## src/rtl/codeword_serializer.sv

```systemverilog
// Buffers Hamming codewords in a small FIFO and serializes each one, preceded by a sync
// preamble, one symbol per carrier period for the BPSK modulator.
module codeword_serializer #(
  parameter int unsigned                SAMPLE_NUMBER  = 256,
  parameter int unsigned                DATA_WIDTH     = 12,
  parameter int unsigned                PREAMBLE_WIDTH = 4,
  parameter logic [PREAMBLE_WIDTH-1:0]  PREAMBLE       = 4'b1010,
  parameter int unsigned                FIFO_DEPTH     = 4
) (
  input  logic                             clk,
  input  logic                             arstn,
  input  logic                             en,
  input  logic [$clog2(SAMPLE_NUMBER)-1:0] cnt_in,
  input  logic [DATA_WIDTH-1:0]            s_data,
  input  logic                             s_valid,
  output logic                             s_ready,
  output logic                             bit_out,
  output logic                             bit_valid,
  output logic                             frame_start,
  output logic [$clog2(FIFO_DEPTH):0]      fifo_level
);

  localparam int unsigned CntW  = $clog2(SAMPLE_NUMBER);
  localparam int unsigned AddrW = $clog2(FIFO_DEPTH);
  localparam int unsigned LvlW  = AddrW + 1;
  localparam int unsigned MaxW  = (DATA_WIDTH > PREAMBLE_WIDTH) ? DATA_WIDTH : PREAMBLE_WIDTH;
  localparam int unsigned IdxW  = $clog2(MaxW) + 1;

  typedef enum logic [1:0] {StIdle, StPreamble, StData} state_e;

  logic                      tick;
  logic                      push, pop, fifo_empty;
  logic [DATA_WIDTH-1:0]     mem_q [FIFO_DEPTH];
  logic [AddrW-1:0]          wr_ptr_q, rd_ptr_q;
  logic [LvlW-1:0]           level_q, level_d;

  state_e                    state_q, state_d;
  logic [IdxW-1:0]           idx_q, idx_d;
  logic [DATA_WIDTH-1:0]     shreg_q, shreg_d;
  logic [PREAMBLE_WIDTH-1:0] pre_q, pre_d;
  logic                      bit_q, bit_d;
  logic                      valid_q, valid_d;
  logic                      fs_q, fs_d;
  logic                      start_frame;

  // One tick per carrier period: the symbol boundary of the sine generator.
  assign tick       = en && (cnt_in == CntW'(SAMPLE_NUMBER - 1));
  assign s_ready    = (level_q < LvlW'(FIFO_DEPTH));
  assign fifo_empty = (level_q == '0);
  assign push       = s_valid && s_ready;

  always_ff @(posedge clk) begin
    if (push) mem_q[wr_ptr_q] <= s_data;
  end

  always_comb begin
    level_d = level_q;
    unique case ({push, pop})
      2'b10:   level_d = level_q + 1'b1;
      2'b01:   level_d = level_q - 1'b1;
      default: level_d = level_q;
    endcase
  end

  always_ff @(posedge clk or negedge arstn) begin
    if (!arstn) begin
      wr_ptr_q <= '0;
      rd_ptr_q <= '0;
      level_q  <= '0;
    end else begin
      if (push) wr_ptr_q <= wr_ptr_q + 1'b1;
      if (pop)  rd_ptr_q <= rd_ptr_q + 1'b1;
      level_q <= level_d;
    end
  end

  always_comb begin
    state_d     = state_q;
    idx_d       = idx_q;
    shreg_d     = shreg_q;
    pre_d       = pre_q;
    bit_d       = bit_q;
    valid_d     = valid_q;
    fs_d        = 1'b0;
    pop         = 1'b0;
    start_frame = 1'b0;
    unique case (state_q)
      StIdle: begin
        if (tick) begin
          if (!fifo_empty) begin
            start_frame = 1'b1;
          end else begin
            bit_d   = 1'b0;
            valid_d = 1'b0;
          end
        end
      end
      StPreamble: begin
        if (tick) begin
          if (idx_q == IdxW'(PREAMBLE_WIDTH - 1)) begin
            bit_d   = shreg_q[DATA_WIDTH-1];
            shreg_d = shreg_q << 1;
            idx_d   = '0;
            state_d = StData;
          end else begin
            bit_d = pre_q[PREAMBLE_WIDTH-1];
            pre_d = pre_q << 1;
            idx_d = idx_q + 1'b1;
          end
        end
      end
      StData: begin
        if (tick) begin
          // The last index branches out of the state, so idx never passes DATA_WIDTH-1.
          if (idx_q == IdxW'(DATA_WIDTH - 1)) begin
            if (!fifo_empty) begin
              start_frame = 1'b1;
            end else begin
              bit_d   = 1'b0;
              valid_d = 1'b0;
              idx_d   = '0;
              state_d = StIdle;
            end
          end else begin
            bit_d   = shreg_q[DATA_WIDTH-1];
            shreg_d = shreg_q << 1;
            idx_d   = idx_q + 1'b1;
          end
        end
      end
      default: state_d = StIdle;
    endcase
    if (start_frame) begin
      pop     = 1'b1;
      shreg_d = mem_q[rd_ptr_q];
      pre_d   = PREAMBLE << 1;
      bit_d   = PREAMBLE[PREAMBLE_WIDTH-1];
      valid_d = 1'b1;
      fs_d    = 1'b1;
      idx_d   = '0;
      state_d = StPreamble;
    end
  end

  always_ff @(posedge clk or negedge arstn) begin
    if (!arstn) begin
      state_q <= StIdle;
      idx_q   <= '0;
      shreg_q <= '0;
      pre_q   <= '0;
      bit_q   <= 1'b0;
      valid_q <= 1'b0;
      fs_q    <= 1'b0;
    end else begin
      state_q <= state_d;
      idx_q   <= idx_d;
      shreg_q <= shreg_d;
      pre_q   <= pre_d;
      bit_q   <= bit_d;
      valid_q <= valid_d;
      fs_q    <= fs_d;
    end
  end

  assign bit_out     = bit_q;
  assign bit_valid   = valid_q;
  assign frame_start = fs_q;
  assign fifo_level  = level_q;

endmodule

```

## config.mk

```make
export PLATFORM = sky130hd
export DESIGN_NAME = codeword_serializer
export DESIGN_NICKNAME = d
export VERILOG_FILES = /design/src/rtl/codeword_serializer.sv
export SDC_FILE = /design/constraint.sdc
export NUM_CORES = 1
export LEC_CHECK = 0
export BUFFER_PORTS_ARGS = -buffer_cell sky130_fd_sc_hd__buf_2
export CORE_ASPECT_RATIO = 0.9
export CORE_MARGIN = 3
export CORE_UTILIZATION = 45
export CTS_CLUSTER_DIAMETER = 80
export DETAILED_ROUTE_END_ITERATION = 8
export GPL_ROUTABILITY_DRIVEN = 0
export SYNTH_ARGS = -nofsm -noshare
export SYNTH_HDL_FRONTEND = slang
export SYNTH_SLANG_ARGS = --single-unit
```

## constraint.sdc

```tcl
create_clock -name clk -period 3.1 [get_ports clk]
set_input_delay 0.62 -clock clk [delete_from_list [all_inputs] [get_ports clk]]
set_output_delay 0.62 -clock clk [all_outputs]
set_load 0.01 [all_outputs]
```

==> load_flow_metrics.sql, run 1 <==
INSERT INTO impl_metrics (metric_group, metric, value, unit) VALUES
('outcome', 'run_status', 'finished clean', ''),
('die', 'top_level_ports', '31', ''),
('global_routing', 'grt_start_max_net_pins', '32', ''),
('sta', 'worst_slew_pin_slew', '0.726', 'ns'),
('synth', 'synth_enable_flop_cells', '48', ''),
('pwr', 'switching_share', '0.265', ''),
('route', 'routed-via-count', '2026', ''),
('finish', 'diodes', '0', ''),
('die', 'die_area', '8940', 'um^2'),
('sta', 'sum_neg_setup_slack', '0', 'ns'),
('pwr', 'internal_power', '1.74', 'mW'),
('route', 'routed_antenna_nets', '0', ''),
('sta', 'final.min_clock_period', '2.56', 'ns'),
('die', 'initial_utilization', '0.481', ''),
('clock_tree', 'tritoncts', 'done', ''),
('finish', 'nNetsFinal', '320', ''),
('setup_path', 'setup.worst_path.start_class', 'register', ''),
('global_routing', 'antenna_found_initial', '0', ''),
('clock_tree', 'clock_tree.buffer_depth', '2', ''),
('clock_tree', 'post_cts.resized_instances', '0', ''),
('synth', 'async_reset_ff_frac', '0.392', ''),
('placed_design', 'portBuffers', '30', ''),
('setup_path', 'worstRegToRegCells', '11', ''),
('setup_path', 'internal_reg_to_reg_setup_slack', '0.54', 'ns'),
('global_routing', 'first_global_vias', '2016', ''),
('route', 'finalWirelength', '6210', 'um'),
('pwr', 'power.density', '595', 'nW/um^2'),
('clock_tree', 'clock_sinks', '79', ''),
('clock_tree', 'cts.hold.buffers_added', '0', ''),
('sta', 'finalHoldViolations', '0', ''),
('synth', 'yosysWarningCount', '0', ''),
('pwr', 'switchingPower', '626', 'uW'),
('sta', 'grt_setup_unrepaired', 'no', ''),
('pwr', 'power.combinational.fraction', '0.124', ''),
('pwr', 'power.share.clock', '0.321', ''),
('die', 'die_width', '99.3', 'um'),
('finish', 'areaGrowthSynthToFinish', '12.6', '%'),
('pwr', 'max-vdd-ir-drop', '355', 'uV'),
('synth', 'distinct_cell_type_count_after_synthesis', '46', ''),
('sta', 'setup_viol', '0', ''),
('pwr', 'seqPwrFrac', '0.555', ''),
('setup_path', 'arrival_time_at_the_worst_endpoint', '2.83', 'ns'),
('clock_tree', 'cts_buffers', '9', ''),
('clock_tree', 'postCtsSetupBuffers', '0', ''),
('sta', 'timing.final.ws_setup', '0.538', 'ns'),
('setup_path', 'crit_fanout', '10', ''),
('setup_path', 'category_of_the_critical_setup_timing_path', 'reg -> reg', ''),
('clock_tree', 'clkTransAtPathRegs', '0.08', 'ns'),
('synth', 'netlist_instances', '248', ''),
('die', 'placeableCoreArea', '7330', 'um^2'),
('route', 'dr.pass1.iters', '4', ''),
('clock_tree', 'insertion_delay', '0.35', 'ns'),
('min_path', 'worstHoldPathType', 'in -> async', ''),
('route', 'post_drt_wl_per_cell', '16.2', 'um'),
('synth', 'synth-seq-cells', '79', ''),
('placed_design', 'dp.final_hpwl', '4190', 'um'),
('sta', 'relSlewSlack', '0.516', ''),
('finish', 'share_of_post_route_cells_with_drive_strength_above_1', '0.246', ''),
('route', 'first_iter_violations', '79', ''),
('flow_run', 'maxCapViolCount', '0', ''),
('global_routing', 'globalRoute.totalOverflow', '0', ''),
('clock_tree', 'cts_root_buffer', 'clkbuf_8', ''),
('die', 'fp-row-count', '29', ''),
('route', 'route.detailed.vias_per_inst', '5.30', ''),
('die', 'chipHeight', '90.0', 'um'),
('setup_path', 'critical_path.reg2reg.startpoint', 'state_q[0]$_DFFE_PN0P_', ''),
('setup_path', 'worstReg2RegEnd', 'fifo_level[2]$_DFFE_PN0P_', ''),
('synth', 'synth_flop_cell', 'edfxtp_1', ''),
('sta', 'maxSlewViolCount', '0', ''),
('sta', 'timing.final.crit_share', '0.826', ''),
('synth', 'ys_seq_area_frac', '0.629', ''),
('synth', 'syn_nets', '284', ''),
('synth', 'syn_avg_cell_area', '14.2', 'um^2'),
('setup_path', 'worstSetupEndpointType', 'register', ''),
('pwr', 'static-leakage-power', '1.48', 'nW'),
('placed_design', 'post-place-ws', '0.575', 'ns'),
('global_routing', 'global_route_wire_length_before_repair', '10300', 'um'),
('clock_tree', 'cts_htree_levels', '3', ''),
('global_routing', 'track_usage', '0.150', ''),
('route', 'drc', '0', ''),
('synth', 'syn_area', '3530', 'um^2'),
('sta', 'skew', '0.00727', 'ns'),
('sta', 'fmax', '390', 'MHz'),
('setup_path', 'crit_required', '3.37', 'ns');
[cells in the mapped netlist, types with 2 or more instances]
cell / count / area (um^2)
edfxtp_1: 48 / 1440
dfrtp_1: 31 / 776
nand2_1: 28 / 105
o21ai_1: 17 / 85.1
mux4_2: 12 / 270
ha_1: 11 / 138
mux2i_1: 11 / 110
inv_1: 10 / 37.5
nor2_1: 9 / 33.8
a21oi_1: 6 / 30.0
and2_1: 6 / 37.5
nand3_1: 6 / 30.0
xnor2_1: 6 / 52.6
buf_2: 4 / 20.0
clkbuf_1: 4 / 15.0
a31oi_1: 3 / 18.8
o21ai_0: 3 / 15.0
nand4_1: 2 / 12.5
nor3_2: 2 / 20.0
o31ai_1: 2 / 15.0
xor2_1: 2 / 17.5
[power groups by stage]
stage	clock, mW	combinational, mW	sequential (mW)
floorplan	0	0.186	1.33
global placement	0	0.301	1.33
detailed placement	0	0.301	1.34
CTS	0.792	0.302	1.31
global route	0.829	0.338	1.33
finish	0.758	0.293	1.31
[kinds of logic after synthesis]
group	count (synthesis)	synth area share
AND/OR/NAND/NOR	62	0.0883
XOR/XNOR	8	0.0199
AO/OA/AOI/OAI	41	0.0741
flip-flops	79	0.629
adder cells (fa/ha/maj)	12	0.0447
buffers and inverters	20	0.0259
multiplexers	26	0.118
[metrics by stage]
| stage | instances | cell area [um^2] | utilization | power (mW) | hold WS [ns] |
|---|---|---|---|---|---|
| 2_1_floorplan | 248 | 3530 | - | 1.51 | 0.324 |
| 3_3_place_gp | 366 | 3780 | 0.515 | 1.63 | 0.466 |
| 3_5_place_dp | 366 | 3780 | 0.515 | 1.64 | 0.476 |
| 4_1_cts | 382 | 3970 | 0.542 | 2.41 | 0.318 |
| 5_1_grt | 382 | 3970 | 0.542 | 2.49 | 0.364 |
| 6_report | 382 | 3970 | 0.542 | 2.36 | 0.313 |
[area by class of cell]
type	count	area (um^2)
Multi-Input combinational cell	149	1220
Tap cell	93	116
Clock inverter	6	67.6
Clock buffer	10	128
Fill cell	613	3360
Inverter	10	37.5
Sequential cell	79	2220
Timing Repair Buffer	35	188
[how the worst max path moves through the flow]
stage / end / slack (ns) / depth (start not counted) / from
5_1_grt: fifo_level[2]$_DFFE_PN0P_ / 0.35 / 11 / state_q[0]$_DFFE_PN0P_
4_1_cts: fifo_level[2]$_DFFE_PN0P_ / 0.54 / 11 / state_q[0]$_DFFE_PN0P_
2_1_floorplan: fifo_level[2]$_DFFE_PN0P_ / 0.52 / 10 / en
3_5_place_dp: fifo_level[2]$_DFFE_PN0P_ / 0.57 / 11 / state_q[0]$_DFFE_PN0P_
6_report: fifo_level[2]$_DFFE_PN0P_ / 0.54 / 11 / state_q[0]$_DFFE_PN0P_
3_3_place_gp: fifo_level[2]$_DFFE_PN0P_ / 0.64 / 11 / state_q[0]$_DFFE_PN0P_
[sequential cells by signal (all words and copies together), names as in the netlist]
signal / flops
shreg_q: 12
mem_q: 48
bit_out: 1
idx_q: 5
frame_start: 1
rd_ptr_q: 2
state_q: 2
pre_q: 2
fifo_level: 3
wr_ptr_q: 2
bit_valid: 1
[per-layer routing]
metal	global-route usage	up-vias	routed length, um
met1	0.208	993	2920
met3	0.0464	10	295
li1	-	989	-
met2	0.227	34	2890
met4	0.0478	0	97
met5	0	-	0
[worst max-delay path, cell delays in order (launching register included)]
cell and delay (ns):
dfrtp_1 0.44, inv_1 0.14, ha_1 0.39, nor2_1 0.14
a211oi_2 0.18, and2_1 0.20, ha_1 0.19, inv_1 0.06
fa_1 0.37, xor2_1 0.15, nor2_1 0.11, xnor2_1 0.13
[cells in the final DEF (no fill, tap or decap), drive strengths merged, types with 2 or more instances in the layout]
cell    count
a211oi      2
nand4       2
nor3        3
mux2        3
nand3       7
ha         11
a21oi       7
dfrtp      31
buf        35
o21ai      20
nand2      28
mux4       12
xnor2       6
mux2i      11
inv        12
clkbuf     10
edfxtp     48
nor2        9
a31oi       3
and2        6
clkinv      2
xor2        2
o31ai       2
No activity file was read; power rests on OpenSTA's default activity.
==> inputs of run 2 (changes only) <==
--- a/config.mk
+++ b/config.mk
@@ -12,6 +12,7 @@
 export CTS_CLUSTER_DIAMETER = 80
 export DETAILED_ROUTE_END_ITERATION = 8
 export GPL_ROUTABILITY_DRIVEN = 0
+export PLACE_DENSITY = 0.65
 export SYNTH_ARGS = -nofsm -noshare
 export SYNTH_HDL_FRONTEND = slang
 export SYNTH_SLANG_ARGS = --single-unit
==> constraint.sdc (replaced) <==
create_clock -name clk -period 2.34 [get_ports clk]
set_input_delay 0.468 -clock clk [delete_from_list [all_inputs] [get_ports clk]]
set_output_delay 0.468 -clock clk [all_outputs]
set_load 0.01 [all_outputs]
==> load_flow_metrics.sql, run 2 (synthesis gave the netlist of run 1 again) <==
INSERT INTO impl_metrics (metric_group, metric, value, unit) VALUES
('finish', 'areaGrowthSynthToFinish', '18.0', '%'),
('sta', 'fmax', '450', 'MHz'),
('route', 'dr.pass1.iters', '6', ''),
('route', 'routed_antenna_nets', '0', ''),
('finish', 'largest_register_ffs', '48', ''),
('die', 'chipHeight', '90.0', 'um'),
('setup_path', 'crit_required', '2.61', 'ns'),
('die', 'die_area', '8940', 'um^2'),
('pwr', 'internal_power', '2.45', 'mW'),
('sta', 'worst_hold_margin', '0.159', 'ns'),
('pwr', 'power.combinational.fraction', '0.131', ''),
('setup_path', 'chain_of_cells_forming_the_critical_path', 'inv_2, ha_4, nor2_2, a211oi_2, and2_4, ha_4, inv_1, fa_2, xor2_1, nor2_1, xnor2_1', ''),
('route', 'drc', '0', ''),
('sta', 'sum_neg_setup_slack', '0', 'ns'),
('clock_tree', 'cts.hold.buffers_added', '0', ''),
('placed_design', 'placed_cells_incl_taps', '374', ''),
('clock_tree', 'cts_root_buffer', 'clkbuf_8', ''),
('global_routing', 'first_global_vias', '2095', ''),
('setup_path', 'category_of_the_critical_setup_timing_path', 'reg -> reg', ''),
('setup_path', 'cp_top_family', 'adder cells', ''),
('sta', 'skew', '0.0142', 'ns'),
('clock_tree', 'tritoncts', 'done', ''),
('outcome', 'run_status', 'finished clean', ''),
('setup_path', 'worstSetupEndpointType', 'register', ''),
('clock_tree', 'clkTransAtPathRegs', '0.10', 'ns'),
('finish', 'final_common_cell', 'edfxtp_1', ''),
('setup_path', 'cp_slowest_stage_delay', '0.39', 'ns'),
('setup_path', 'crit_path_top_delay_cell', 'dfrtp_1', ''),
('pwr', 'power.density', '802', 'nW/um^2'),
('clock_tree', 'clock_tree.buffer_depth', '2', ''),
('pwr', 'switchingPower', '882', 'uW'),
('pwr', 'seqPwrFrac', '0.520', ''),
('setup_path', 'crit_fanout', '9', ''),
('global_routing', 'track_usage', '0.153', ''),
('setup_path', 'critical_path.most_common_cell', 'ha_4', ''),
('placed_design', 'portBuffers', '30', ''),
('die', 'fp-row-count', '29', ''),
('global_routing', 'globalRoute.totalOverflow', '0', ''),
('pwr', 'power.total', '3.34', 'mW'),
('sta', 'setup_viol', '0', ''),
('setup_path', 'setup.worst_path.start_class', 'register', ''),
('placed_design', 'dp.final_hpwl', '4230', 'um'),
('clock_tree', 'cts_htree_levels', '3', ''),
('sta', 'maxSlewViolCount', '0', ''),
('pwr', 'power.share.clock', '0.349', ''),
('die', 'placeableCoreArea', '7330', 'um^2'),
('min_path', 'worstHoldPathType', 'in -> async', ''),
('setup_path', 'arrival_time_at_the_worst_endpoint', '2.50', 'ns'),
('finish', 'stdcell_area', '4160', 'um^2'),
('global_routing', 'global_route_wire_length_before_repair', '10600', 'um'),
('sta', 'relSlewSlack', '0.531', ''),
('finish', 'layout_common_cells', '48 x edfxtp_1, 30 x dfrtp_1, 30 x buf_2, 28 x nand2_1, 17 x o21ai_1', ''),
('global_routing', 'grt_start_max_net_pins', '32', ''),
('clock_tree', 'cts_buffers', '9', ''),
('route', 'finalWirelength', '6250', 'um'),
('finish', 'post_layout_nonfiller_instances', '391', ''),
('clock_tree', 'clock_sinks', '79', ''),
('die', 'top_level_ports', '31', ''),
('global_routing', 'antenna_found_initial', '0', ''),
('route', 'first_iter_violations', '87', ''),
('sta', 'worst_slew_pin_slew', '0.704', 'ns'),
('finish', 'registers_with_the_most_flip_flops', 'mem_q x48, shreg_q x12, idx_q x5', ''),
('sta', 'final.min_clock_period', '2.22', 'ns'),
('setup_path', 'timing.critical_path.buf_inv', '2', ''),
('finish', 'nNetsFinal', '329', ''),
('pwr', 'max-vdd-ir-drop', '464', 'uV'),
('pwr', 'static-leakage-power', '1.55', 'nW'),
('route', 'routed-via-count', '2066', ''),
('sta', 'timing.final.crit_share', '0.949', ''),
('placed_design', 'placement.cell_area', '3900', 'um^2'),
('die', 'initial_utilization', '0.481', ''),
('flow_run', 'maxCapViolCount', '0', ''),
('sta', 'finalHoldViolations', '0', ''),
('die', 'die_width', '99.3', 'um'),
('finish', 'top_register', 'mem_q', ''),
('finish', 'diodes', '0', ''),
('route', 'post_drt_wl_per_cell', '16.0', 'um'),
('finish', 'share_of_post_route_cells_with_drive_strength_above_1', '0.312', ''),
('clock_tree', 'insertion_delay', '0.36', 'ns'),
('pwr', 'switching_share', '0.264', ''),
('route', 'route.detailed.vias_per_inst', '5.28', '');
[run 2: changes by cell type in the layout (fill, tap and decap cells not counted), sizes merged]
| cell | delta |
|---|---|
| buf | +9 |
| clkinvlp | -1 |
| bufinv | +1 |
| inv | +3 |
| clkbuf | -1 |
| clkinv | -2 |
[run 2: worst paths after layout]
kind / from / end / slack [ns] / depth (start not counted)
setup / recovery: state_q[0]$_DFFE_PN0P_ / fifo_level[2]$_DFFE_PN0P_ / 0.12 / 11
hold / removal: arstn / shreg_q[8]$_DFFE_PN0P_ / 0.16 / 1
setup reg to reg: state_q[0]$_DFFE_PN0P_ / fifo_level[2]$_DFFE_PN0P_ / 0.12 / 11
hold reg to reg: shreg_q[5]$_DFFE_PN0P_ / shreg_q[5]$_DFFE_PN0P_ / 0.49 / 2
max in group asynchronous: arstn / state_q[1]$_DFFE_PN0P_ / 1.68 / 1
min in group clk: s_data[2] / mem_q[1][2]$_DFFE_PP_ / 0.33 / 1
[run 2: power groups by stage]
stage	clock network (mW)	logic, mW	registers (mW)
global placement	0	0.436	1.76
finish	1.17	0.437	1.73
detailed placement	0	0.450	1.77
floorplan	0	0.255	1.76
global route	1.25	0.505	1.75
CTS	1.20	0.452	1.74
[run 2: metal layers]
metal	wire length (um)	up-vias	part of all wire	track usage
met3	251	6	0.040	0.0464
li1	-	1014	-	-
met4	60	0	0.0096	0.0375
met1	3010	1008	0.48	0.213
met5	0	-	0	0
met2	2930	38	0.47	0.237
[run 2: worst reg2reg max path: stages, from the launching register on]
cell      delay, ns
dfrtp_1        0.39
inv_2          0.13
ha_4           0.21
nor2_2         0.08
a211oi_2       0.23
and2_4         0.21
ha_4           0.13
inv_1          0.05
fa_2           0.33
xor2_1         0.14
nor2_1         0.12
xnor2_1        0.12
[run 2: timing repair]
action / in CTS / in global routing
setup buffers: 0 / 1
setup endpoints to repair: 0 / 2
gates resized for setup: 0 / 5
[run 2: cell type report]
| type | count | area, um^2 |
|---|---|---|
| Multi-Input combinational cell | 149 | 1290 |
| Tap cell | 93 | 116 |
| Timing Repair Buffer | 44 | 268 |
| Fill cell | 603 | 3170 |
| Clock inverter | 7 | 106 |
| Sequential cell | 79 | 2220 |
| Inverter | 10 | 37.5 |
| Clock buffer | 9 | 124 |
[run 2: stage by stage]
step	setup slack, ns	util
floorplan	0.00161	-
global placement	0.142	0.532
detailed placement	0.0694	0.532
CTS	0.0471	0.564
global route	-0.00905	0.568
finish	0.119	0.568
==> inputs of run 3 (changes only) <==
--- a/config.mk
+++ b/config.mk
@@ -8,11 +8,11 @@
 export BUFFER_PORTS_ARGS = -buffer_cell sky130_fd_sc_hd__buf_2
 export CORE_ASPECT_RATIO = 0.9
 export CORE_MARGIN = 3
-export CORE_UTILIZATION = 45
+export CORE_UTILIZATION = 53
 export CTS_CLUSTER_DIAMETER = 80
 export DETAILED_ROUTE_END_ITERATION = 8
 export GPL_ROUTABILITY_DRIVEN = 0
-export PLACE_DENSITY = 0.65
+export PLACE_DENSITY = 0.75
 export SYNTH_ARGS = -nofsm -noshare
 export SYNTH_HDL_FRONTEND = slang
 export SYNTH_SLANG_ARGS = --single-unit
==> load_flow_metrics.sql, run 3 (synthesis gave the netlist of run 1 again) <==
INSERT INTO impl_metrics (metric_group, metric, value, unit) VALUES
('outcome', 'run_status', 'finished clean', ''),
('route', 'first_iter_violations', '138', ''),
('clock_tree', 'cts_root_buffer', 'clkbuf_8', ''),
('setup_path', 'crit_required', '2.61', 'ns'),
('setup_path', 'internal_reg_to_reg_setup_slack', '0.16', 'ns'),
('route', 'routed-via-count', '2130', ''),
('sta', 'relSlewSlack', '0.534', ''),
('die', 'fp-row-count', '27', ''),
('die', 'top_level_ports', '31', ''),
('clock_tree', 'cts_htree_levels', '3', ''),
('sta', 'skew', '0.00666', 'ns'),
('finish', 'largest_register_ffs', '48', ''),
('finish', 'layout_common_cells', '48 x edfxtp_1, 30 x buf_2, 29 x dfrtp_1, 28 x nand2_1, 17 x o21ai_1', ''),
('finish', 'areaGrowthSynthToFinish', '18.1', '%'),
('sta', 'finalHoldViolations', '0', ''),
('clock_tree', 'cts_buffers', '9', ''),
('setup_path', 'worstRegToRegCells', '10', ''),
('die', 'initial_utilization', '0.561', ''),
('pwr', 'max-vdd-ir-drop', '538', 'uV'),
('sta', 'setup_viol', '0', ''),
('pwr', 'power.combinational.fraction', '0.133', ''),
('setup_path', 'arrival_time_at_the_worst_endpoint', '2.45', 'ns'),
('die', 'die_area', '7670', 'um^2'),
('finish', 'registers_with_the_most_flip_flops', 'mem_q x48, shreg_q x12, idx_q x5', ''),
('setup_path', 'cp_slowest_stage_delay', '0.41', 'ns'),
('setup_path', 'chain_of_cells_forming_the_critical_path', 'ha_4, nand4bb_4, a211oi_2, and2_4, ha_4, inv_1, fa_2, xor2_1, nor2_1, xnor2_1', ''),
('placed_design', 'dp.final_hpwl', '4180', 'um'),
('setup_path', 'crit_path_top_delay_cell', 'dfrtp_2', ''),
('clock_tree', 'clock_tree.buffer_depth', '2', ''),
('route', 'routed_antenna_nets', '0', ''),
('route', 'post_drt_wl_per_cell', '16.5', 'um'),
('clock_tree', 'insertion_delay', '0.34', 'ns'),
('finish', 'post_layout_nonfiller_instances', '387', ''),
('finish', 'nNetsFinal', '332', ''),
('clock_tree', 'tritoncts', 'done', ''),
('route', 'finalWirelength', '6380', 'um'),
('die', 'chipHeight', '83.4', 'um'),
('setup_path', 'critical_path.reg2reg.startpoint', 'idx_q[0]$_DFFE_PN0P_', ''),
('global_routing', 'antenna_found_initial', '0', ''),
('sta', 'timing.final.crit_share', '0.933', ''),
('setup_path', 'critical_path.most_common_cell', 'ha_4', ''),
('global_routing', 'track_usage', '0.186', ''),
('global_routing', 'grt_start_max_net_pins', '32', ''),
('setup_path', 'category_of_the_critical_setup_timing_path', 'reg -> reg', ''),
('sta', 'fmax', '458', 'MHz'),
('finish', 'diodes', '0', ''),
('pwr', 'power.density', '783', 'nW/um^2'),
('pwr', 'seqPwrFrac', '0.534', ''),
('flow_run', 'maxCapViolCount', '0', ''),
('setup_path', 'setup.worst_path.start_class', 'register', ''),
('sta', 'maxSlewViolCount', '0', ''),
('pwr', 'static-leakage-power', '1.55', 'nW'),
('route', 'drc', '0', ''),
('min_path', 'worstHoldPathType', 'in -> async', ''),
('pwr', 'switching_share', '0.254', ''),
('route', 'route.detailed.vias_per_inst', '5.50', ''),
('finish', 'share_of_post_route_cells_with_drive_strength_above_1', '0.320', ''),
('clock_tree', 'clock_sinks', '79', ''),
('global_routing', 'globalRoute.totalOverflow', '0', ''),
('placed_design', 'portBuffers', '30', ''),
('pwr', 'power.share.clock', '0.334', ''),
('die', 'die_width', '92.0', 'um'),
('sta', 'worst_slew_pin_slew', '0.699', 'ns'),
('finish', 'final_common_cell', 'edfxtp_1', ''),
('setup_path', 'worstSetupEndpointType', 'register', ''),
('die', 'placeableCoreArea', '6280', 'um^2'),
('setup_path', 'worstReg2RegEnd', 'fifo_level[2]$_DFFE_PN0P_', ''),
('pwr', 'internal_power', '2.44', 'mW'),
('sta', 'final.min_clock_period', '2.18', 'ns'),
('pwr', 'switchingPower', '828', 'uW'),
('placed_design', 'placed_cells_incl_taps', '368', ''),
('finish', 'top_register', 'mem_q', ''),
('route', 'dr.pass1.iters', '4', ''),
('global_routing', 'first_global_vias', '2227', ''),
('finish', 'nFillCells', '452', ''),
('clock_tree', 'clkTransAtPathRegs', '0.08', 'ns'),
('setup_path', 'crit_fanout', '6', ''),
('pwr', 'power.total', '3.26', 'mW'),
('global_routing', 'global_route_wire_length_before_repair', '10800', 'um');
==> run 3: cell count changes in the layout (fill, tap and decap cells not counted), sizes merged <==
cell,change
buf,+3
clkinv,+1
clkinvlp,+1
inv,-3
==> run 3: what timing repair did <==
item | 4_1_cts | 5_1_grt
hold buffers | 0 | 0
buffers inserted | 0 | 4
endpoints found under the setup margin | 0 | 1
resized for setup | 0 | 6
==> run 3: worst max-delay path: cells and delay by family, from the launching register on <==
| family | cells | cell delay [ns] |
|---|---|---|
| XOR/XNOR | 2 | 0.27 |
| buffers and inverters | 1 | 0.04 |
| adder cells (fa/ha/maj) | 3 | 0.65 |
| AO/OA/AOI/OAI | 1 | 0.27 |
| flip-flops | 1 | 0.41 |
| AND/OR/NAND/NOR | 3 | 0.47 |
==> run 3: area by class of cell <==
| type | instances | area (um^2) | share of cell area |
|---|---|---|---|
| Timing Repair Buffer | 47 | 290 | 0.0697 |
| Clock inverter | 6 | 93.8 | 0.0225 |
| Tap cell | 87 | 109 | 0.0261 |
| Sequential cell | 79 | 2220 | 0.533 |
| Multi-Input combinational cell | 149 | 1290 | 0.310 |
| Clock buffer | 9 | 124 | 0.0297 |
| Inverter | 10 | 37.5 | 0.00901 |
==> run 3: stage by stage <==
step | instance area (um^2) | setup TNS [ns] | hold WS, ns | setup slack, ns | util
after floorplan | 3590 | 0 | 0.172 | 0.00161 | -
after global placement | 3890 | 0 | 0.467 | 0.145 | 0.620
after detailed placement | 3890 | 0 | 0.475 | 0.0754 | 0.620
after CTS | 4110 | 0 | 0.168 | 0.0643 | 0.654
after global routing | 4170 | -0.00854 | 0.206 | -0.00854 | 0.663
final | 4170 | 0 | 0.165 | 0.157 | 0.663
==> run 3: worst max-delay path by stage <==
stage / startpoint / end / cells past startpoint
global route: state_q[0]$_DFFE_PN0P_ / fifo_level[2]$_DFFE_PN0P_ / 11
CTS: idx_q[0]$_DFFE_PN0P_ / fifo_level[2]$_DFFE_PN0P_ / 10
global placement: state_q[1]$_DFFE_PN0P_ / fifo_level[2]$_DFFE_PN0P_ / 11
finish: idx_q[0]$_DFFE_PN0P_ / fifo_level[2]$_DFFE_PN0P_ / 10
floorplan: state_q[0]$_DFFE_PN0P_ / fifo_level[2]$_DFFE_PN0P_ / 12
detailed placement: idx_q[0]$_DFFE_PN0P_ / fifo_level[2]$_DFFE_PN0P_ / 10
==> run 3: per-layer routing <==
| layer | vias up | share of wire | global-route usage |
|---|---|---|---|
| met5 | - | 0 | 0 |
| met4 | 0 | 0.023 | 0.0864 |
| met3 | 12 | 0.056 | 0.0553 |
| met2 | 71 | 0.49 | 0.295 |
| met1 | 1034 | 0.43 | 0.235 |
| li1 | 1013 | - | - |
==> run 3: power groups by stage <==
stage               clock network, mW  registers [mW]  logic [mW]
floorplan                           0            1.76       0.255
global placement                    0            1.76       0.422
detailed placement                  0            1.77       0.439
CTS                              1.13            1.74       0.441
global route                     1.18            1.76       0.492
finish                           1.09            1.74       0.433
